==> src/rtl/spi2apb_burst_bridge.sv <==
// SPI mode-0 slave to APB master bridge with read-back, auto-increment bursts,
// APB wait-state/timeout handling and a sticky error flag.
module spi2apb_burst_bridge #(
    parameter int BANK_NUM    = 2,
    parameter int ADDR_WIDTH  = 7,
    parameter int PADDR_WIDTH = 3,
    parameter int PDATA_WIDTH = 8,
    parameter int TURNAROUND  = 8,
    parameter int TIMEOUT     = 16
) (
    input  logic                   clk_i,
    input  logic                   reset_i,
    input  logic                   sclk_i,
    input  logic                   ss_i,
    input  logic                   mosi_i,
    output logic                   miso_o,
    output logic [BANK_NUM-1:0]    psel_o,
    output logic                   penable_o,
    output logic                   pwrite_o,
    output logic [PADDR_WIDTH-1:0] paddr_o,
    output logic [PDATA_WIDTH-1:0] pwdata_o,
    input  logic [PDATA_WIDTH-1:0] prdata_i,
    input  logic                   pready_i,
    input  logic                   pslverr_i,
    output logic                   busy_o,
    output logic                   err_o
);

    localparam int BANK_BITS = (BANK_NUM > 1) ? $clog2(BANK_NUM) : 1;
    localparam int HDR_W     = 1 + ADDR_WIDTH;
    localparam int SH_W      = (HDR_W > PDATA_WIDTH) ? HDR_W : PDATA_WIDTH;
    localparam int CNT_MAX0  = (HDR_W > TURNAROUND) ? HDR_W : TURNAROUND;
    localparam int CNT_MAX   = (CNT_MAX0 > PDATA_WIDTH) ? CNT_MAX0 : PDATA_WIDTH;
    localparam int CNT_W     = $clog2(CNT_MAX + 1);
    localparam int TO_W      = $clog2(TIMEOUT + 1);

    typedef enum logic [2:0] {S_IDLE, S_HDR, S_TURN, S_WDATA, S_RDATA} spi_state_e;
    typedef enum logic [1:0] {A_IDLE, A_SETUP, A_ACCESS} apb_state_e;

    // [0],[1] synchroniser, [2] previous value for edge detection
    logic [2:0] sclk_q, ss_q;
    logic [1:0] mosi_q;

    spi_state_e             spi_q, spi_d;
    apb_state_e             apb_q, apb_d;
    logic [CNT_W-1:0]       cnt_q, cnt_d;
    logic [SH_W-1:0]        sh_q, sh_d;
    logic [ADDR_WIDTH-1:0]  addr_q, addr_d;
    logic                   load_pend_q, load_pend_d;
    logic [PDATA_WIDTH-1:0] miso_sh_q, miso_sh_d;
    logic [PDATA_WIDTH-1:0] rdbuf_q, rdbuf_d;
    logic                   req_q, req_d;
    logic                   req_write_q, req_write_d;
    logic [BANK_NUM-1:0]    req_psel_q, req_psel_d;
    logic [PADDR_WIDTH-1:0] req_paddr_q, req_paddr_d;
    logic [PDATA_WIDTH-1:0] req_data_q, req_data_d;
    logic [BANK_NUM-1:0]    psel_q, psel_d;
    logic                   penable_q, penable_d;
    logic                   pwrite_q, pwrite_d;
    logic [PADDR_WIDTH-1:0] paddr_q, paddr_d;
    logic [PDATA_WIDTH-1:0] pwdata_q, pwdata_d;
    logic [TO_W-1:0]        tcnt_q, tcnt_d;
    logic                   err_q, err_d;

    logic                   sclk_rise, sclk_fall, ss_fall, ss_rise, mosi_s;
    logic [SH_W-1:0]        sh_next;
    logic                   launch, l_write;
    logic [ADDR_WIDTH-1:0]  l_addr;
    logic [PDATA_WIDTH-1:0] l_data;

    assign sclk_rise = sclk_q[1] & ~sclk_q[2];
    assign sclk_fall = ~sclk_q[1] & sclk_q[2];
    assign ss_fall   = ~ss_q[1] & ss_q[2];
    assign ss_rise   = ss_q[1] & ~ss_q[2];
    assign mosi_s    = mosi_q[1];
    assign sh_next   = {sh_q[SH_W-2:0], mosi_s};

    function automatic logic dec_err(input logic [ADDR_WIDTH-1:0] a);
        logic [BANK_BITS:0] bank;
        bank = {1'b0, a[PADDR_WIDTH +: BANK_BITS]};
        return ((a >> (PADDR_WIDTH + BANK_BITS)) != '0) ||
               (bank >= (BANK_BITS + 1)'(BANK_NUM));
    endfunction

    always_comb begin
        spi_d       = spi_q;
        apb_d       = apb_q;
        cnt_d       = cnt_q;
        sh_d        = sh_q;
        addr_d      = addr_q;
        load_pend_d = load_pend_q;
        miso_sh_d   = miso_sh_q;
        rdbuf_d     = rdbuf_q;
        req_d       = req_q;
        req_write_d = req_write_q;
        req_psel_d  = req_psel_q;
        req_paddr_d = req_paddr_q;
        req_data_d  = req_data_q;
        psel_d      = psel_q;
        penable_d   = penable_q;
        pwrite_d    = pwrite_q;
        paddr_d     = paddr_q;
        pwdata_d    = pwdata_q;
        tcnt_d      = tcnt_q;
        err_d       = err_q;
        launch      = 1'b0;
        l_write     = 1'b0;
        l_addr      = addr_q;
        l_data      = '0;

        if (ss_rise) begin
            spi_d       = S_IDLE;
            cnt_d       = '0;
            load_pend_d = 1'b0;
            miso_sh_d   = '0;
        end else if (ss_fall) begin
            spi_d       = S_HDR;
            cnt_d       = '0;
            sh_d        = '0;
            load_pend_d = 1'b0;
        end else if (spi_q != S_IDLE && sclk_rise) begin
            cnt_d = cnt_q + CNT_W'(1);
            case (spi_q)
                S_HDR: begin
                    sh_d = sh_next;
                    if (cnt_q == CNT_W'(HDR_W - 1)) begin
                        cnt_d  = '0;
                        addr_d = sh_next[ADDR_WIDTH-1:0];
                        if (sh_next[HDR_W-1]) begin
                            spi_d = S_WDATA;
                        end else begin
                            spi_d  = S_TURN;
                            launch = 1'b1;
                            l_addr = sh_next[ADDR_WIDTH-1:0];
                            addr_d = sh_next[ADDR_WIDTH-1:0] + ADDR_WIDTH'(1);
                        end
                    end
                end
                S_TURN: begin
                    if (cnt_q == CNT_W'(TURNAROUND - 1)) begin
                        cnt_d       = '0;
                        spi_d       = S_RDATA;
                        load_pend_d = 1'b1;
                    end
                end
                S_WDATA: begin
                    sh_d = sh_next;
                    if (cnt_q == CNT_W'(PDATA_WIDTH - 1)) begin
                        cnt_d   = '0;
                        launch  = 1'b1;
                        l_write = 1'b1;
                        l_data  = sh_next[PDATA_WIDTH-1:0];
                        addr_d  = addr_q + ADDR_WIDTH'(1);
                    end
                end
                S_RDATA: begin
                    if (cnt_q == CNT_W'(PDATA_WIDTH - 1)) begin
                        cnt_d       = '0;
                        load_pend_d = 1'b1;
                    end
                end
                default: spi_d = S_IDLE;
            endcase
        end else if (spi_q != S_IDLE && sclk_fall) begin
            // Word boundary: present buffered data and prefetch the next address.
            if (load_pend_q) begin
                miso_sh_d   = rdbuf_q;
                load_pend_d = 1'b0;
                launch      = 1'b1;
                addr_d      = addr_q + ADDR_WIDTH'(1);
            end else if (spi_q == S_RDATA) begin
                miso_sh_d = {miso_sh_q[PDATA_WIDTH-2:0], 1'b0};
            end
        end

        case (apb_q)
            A_IDLE: begin
                if (req_q) begin
                    apb_d    = A_SETUP;
                    psel_d   = req_psel_q;
                    paddr_d  = req_paddr_q;
                    pwrite_d = req_write_q;
                    if (req_write_q) pwdata_d = req_data_q;
                    req_d    = 1'b0;
                end
            end
            A_SETUP: begin
                apb_d     = A_ACCESS;
                penable_d = 1'b1;
                tcnt_d    = '0;
            end
            A_ACCESS: begin
                if (pready_i) begin
                    apb_d     = A_IDLE;
                    psel_d    = '0;
                    penable_d = 1'b0;
                    if (pslverr_i) err_d = 1'b1;
                    if (!pwrite_q) rdbuf_d = pslverr_i ? '1 : prdata_i;
                end else if (tcnt_q == TO_W'(TIMEOUT - 1)) begin
                    apb_d     = A_IDLE;
                    psel_d    = '0;
                    penable_d = 1'b0;
                    err_d     = 1'b1;
                    if (!pwrite_q) rdbuf_d = '1;
                end else begin
                    tcnt_d = tcnt_q + TO_W'(1);
                end
            end
            default: apb_d = A_IDLE;
        endcase

        // A rejected read still has to return something on miso.
        if (launch) begin
            if (dec_err(l_addr)) begin
                err_d = 1'b1;
                if (!l_write) rdbuf_d = '1;
            end else begin
                req_d       = 1'b1;
                req_write_d = l_write;
                req_psel_d  = BANK_NUM'(1) << l_addr[PADDR_WIDTH +: BANK_BITS];
                req_paddr_d = l_addr[PADDR_WIDTH-1:0];
                req_data_d  = l_data;
            end
        end
    end

    always_ff @(posedge clk_i) begin
        if (reset_i) begin
            sclk_q      <= '0;
            ss_q        <= '1;
            mosi_q      <= '0;
            spi_q       <= S_IDLE;
            apb_q       <= A_IDLE;
            cnt_q       <= '0;
            sh_q        <= '0;
            addr_q      <= '0;
            load_pend_q <= 1'b0;
            miso_sh_q   <= '0;
            rdbuf_q     <= '0;
            req_q       <= 1'b0;
            req_write_q <= 1'b0;
            req_psel_q  <= '0;
            req_paddr_q <= '0;
            req_data_q  <= '0;
            psel_q      <= '0;
            penable_q   <= 1'b0;
            pwrite_q    <= 1'b0;
            paddr_q     <= '0;
            pwdata_q    <= '0;
            tcnt_q      <= '0;
            err_q       <= 1'b0;
        end else begin
            sclk_q      <= {sclk_q[1:0], sclk_i};
            ss_q        <= {ss_q[1:0], ss_i};
            mosi_q      <= {mosi_q[0], mosi_i};
            spi_q       <= spi_d;
            apb_q       <= apb_d;
            cnt_q       <= cnt_d;
            sh_q        <= sh_d;
            addr_q      <= addr_d;
            load_pend_q <= load_pend_d;
            miso_sh_q   <= miso_sh_d;
            rdbuf_q     <= rdbuf_d;
            req_q       <= req_d;
            req_write_q <= req_write_d;
            req_psel_q  <= req_psel_d;
            req_paddr_q <= req_paddr_d;
            req_data_q  <= req_data_d;
            psel_q      <= psel_d;
            penable_q   <= penable_d;
            pwrite_q    <= pwrite_d;
            paddr_q     <= paddr_d;
            pwdata_q    <= pwdata_d;
            tcnt_q      <= tcnt_d;
            err_q       <= err_d;
        end
    end

    assign miso_o    = miso_sh_q[PDATA_WIDTH-1];
    assign psel_o    = psel_q;
    assign penable_o = penable_q;
    assign pwrite_o  = pwrite_q;
    assign paddr_o   = paddr_q;
    assign pwdata_o  = pwdata_q;
    assign busy_o    = (spi_q != S_IDLE) || (apb_q != A_IDLE) || req_q;
    assign err_o     = err_q;

endmodule
==> config.mk <==
export PLATFORM = sky130hd
export DESIGN_NAME = spi2apb_burst_bridge
export DESIGN_NICKNAME = d
export VERILOG_FILES = /design/src/rtl/spi2apb_burst_bridge.sv
export SDC_FILE = /design/constraint.sdc
export NUM_CORES = 1
export LEC_CHECK = 0
export BUFFER_PORTS_ARGS = -buffer_cell sky130_fd_sc_hd__buf_4
export CORE_MARGIN = 1
export CORE_UTILIZATION = 62
export CTS_BUF_LIST = sky130_fd_sc_hd__clkbuf_4
export CTS_CLUSTER_SIZE = 28
export DETAILED_ROUTE_END_ITERATION = 6
export PLACE_DENSITY_LB_ADDON = 0.08
export SLEW_MARGIN = 20
export SYNTH_ARGS = -nofsm -noshare
export SYNTH_HDL_FRONTEND = slang
export SYNTH_SLANG_ARGS = --single-unit
==> constraint.sdc <==
create_clock -name clk_i -period 2.9 [get_ports clk_i]
set_input_delay 0.58 -clock clk_i [delete_from_list [all_inputs] [get_ports clk_i]]
set_output_delay 0.58 -clock clk_i [all_outputs]
set_load 0.02 [all_outputs]
==> results.cfg <==
[sta]
tns_ps = 0
hold_viol = 0
finalCritPeriodShare_pct = 81.49
hold_slack_ps = 346.9
slew_violations = 0
slew_headroom_pct = 29.62
max_clock_freq_ghz = 0.4231
period_minus_slack_ps = 2363
fin_skew_ps = 13.36
setup_viol = 0
timing.final.ws_setup_ps = 536.7
worstMarginPinSlew_ps = 1055
rsz0062_at_grt = false

[drt]
ant_nets = 0
firstDrtPassIters = 4
drt-total-wl_um = 7930
viasPerCell = 5.844
drc = 0
drtIter0Drc = 169
vias = 3214
wl_per_cell_um = 14.42

[clocking]
cts_made_buffers = 9
clk_path_buf_depth = 2
clk_pin_slew_worst_paths_ps = 110
cts_tree = built
htree_levels = 3
post-cts-setup-buffer-count = 0
cts_resized = 0
clock_sinks = 84
cts_hold_buf = 0
clk_latency_ps = 420
cts_root_buffer = clkbuf_4

[min_path]
hold_path_class = in2reg
min-delay-start = ss_i
hold_depth = 2

[yosys]
yosys_warnings = 0
yosysMostFrequentCell = dfxtp_1
syn_area_per_cell_um2 = 8.520
synth_edf_count = 0
synth-seq-cells = 84
async_flop_share_pct = 0
synth.area.top_cells = dfxtp_1, a21oi_1, mux2i_1
yosysTopAreaCell = dfxtp_1
synthesis.nets = 474
yosys.area.top_type_share_pct = 43.76
synthCells = 451
synthTopCellsByCount = dfxtp_1, nor2_1, nand2_1
synth-main-ff-cell = dfxtp_1
ys_types = 51
yosysSeqAreaShare_pct = 43.76
synth_area_um2 = 3842

[placed_design]
io_buffer_count = 32
dp_hpwl_um = 5650
gp_congestion = 0.8551
placed_cells = 536
dp_slack_ps = 463.5

[final_layout]
finalNetCount = 495
syn_to_final_growth_pct = 8.857
layout-drive-gt1-share_pct = 13.89
diodes = 0
fillers = 507
layout.cells.non_filler = 550

[power_and_ir_drop]
total_power_mw = 1.757
p_comb_share_pct = 4.3
switching_share_pct = 23.45
power.density_nw_per_um2 = 420.1
vdd_drop_max_uv = 301.6
switchingPower_mw = 0.4120
seqPwrFrac_pct = 66.4
pwr-share-clk_pct = 29.3
intPower_mw = 1.345
leakage_nw = 1.631

[global_route]
track_usage_pct = 26.11
gr-total-overflow = 0
grt_pass1_wl_um = 13110
grt_pass1_vias = 2820
grt_antenna_before_repair = 0
grt_max_degree = 54

[critical_path]
r2r-start = cnt_q[0]$_SDFFE_PP0N_
cp_max_fo = 12
slowest_stage = nor3_1
path_cells = nor3_1 -> nand2_1 -> buf_4
end_kind = output port
worstPathArrival_ps = 1780
worstRegToRegCells = 6
cp-start-kind = flip-flop
max_stage_delay_ps = 570
crit_start = spi_q[1]$_SDFFE_PP0P_
required_ps = 2320
path_class = reg2out

[floorplan]
die_h_um = 80.73
coreArea_um2 = 5956
dieArea_um2 = 6517
rows = 28
dieWidth_um = 80.73
io_pins = 33
initial_core_util_pct = 64.52

[run_status]
status = complete, no violations

[job]
drv_cap = 0
## cell usage in the layout (no fill, tap or decap), types with 8 or more instances in the layout
cell / netlist / routed
a21oi_1: 48 / 48
nand2_1: 49 / 49
nand3_1: 16 / 16
buf_4: 0 / 36
o21ai_1: 11 / 11
nor3_1: 13 / 13
dfxtp_1: 84 / 84
mux2i_1: 21 / 21
o21ai_0: 9 / 9
ha_1: 8 / 8
nand4_1: 13 / 13
o21ai_2: 8 / 8
clkbuf_4: 0 / 9
nor2_1: 52 / 52
o22ai_1: 8 / 8
nor2b_1: 10 / 10
## cells by family after synthesis
kind of cell    after synthesis  synth area share [%]
fa+ha+maj                     9                 2.866
buf+inv                      33                 3.745
flops                        84                 43.76
compound gates              107                 16.77
xor+xnor                     11                 2.507
mux                          24                 6.447
simple gates                183                 23.90
## power groups by stage
stage               clock (mW)  sequential [mW]  combinational [mW]
finish                   0.515             1.17              0.0750
global route             0.575             1.17              0.0816
CTS                      0.523             1.17              0.0749
detailed placement           0             1.19              0.0743
global placement             0             1.19              0.0727
floorplan                    0             1.19              0.0476
## worst max-delay path: cells and delay by family, from the launching register on
kind	cells	cell delay (ps)
simple gates	2	700
flops	1	470
buf+inv	1	200
## registers in the layout, indices dropped and copies added, names as in the netlist, 2 cells and up
register and cells:
miso_sh_q 8, pwdata_o 8, rdbuf_q 8, req_data_q 8
addr_q 7, sh_q 7, tcnt_q 5, cnt_q 4
paddr_o 3, req_paddr_q 3, sclk_q 3, spi_q 3
ss_q 3, apb_q 2, mosi_q 2, psel_o 2
req_psel_q 2
## area by class of cell
| class | count | area [um^2] | area share [%] |
|---|---|---|---|
| tap | 75 | 93.84 | 2.243 |
| clock inverter | 5 | 21.27 | 0.5085 |
| clock buffer | 9 | 67.56 | 1.615 |
| multi-input combinational | 334 | 2022 | 48.34 |
| inverter | 7 | 26.28 | 0.6282 |
| timing repair buffer | 36 | 270.3 | 6.461 |
| sequential | 84 | 1682 | 40.20 |
## stage by stage
stage / cell area, um^2 / util (%)
floorplan: 3842 / -
global placement: 4089 / 68.66
detailed placement: 4089 / 68.66
CTS: 4178 / 70.15
global route: 4183 / 70.23
finish: 4183 / 70.23
## final timing paths
kind | end | slack, ps
max reg2reg | rdbuf_q[2]$_SDFF_PP0_ | 550
max | busy_o | 540
min | ss_q[0]$_SDFF_PP1_ | 350
min reg2reg | ss_q[1]$_SDFF_PP1_ | 420
## per-layer routing
metal / vias to the layer above / routed length, um / GRT usage, %
li1: 1632 / - / -
met1: 1514 / 3696 / 34.62
met2: 56 / 3801 / 42.29
met3: 12 / 324 / 3.977
met4: 0 / 107 / 10.71
met5: - / 0 / 0
No activity file was read; power rests on OpenSTA's default activity.
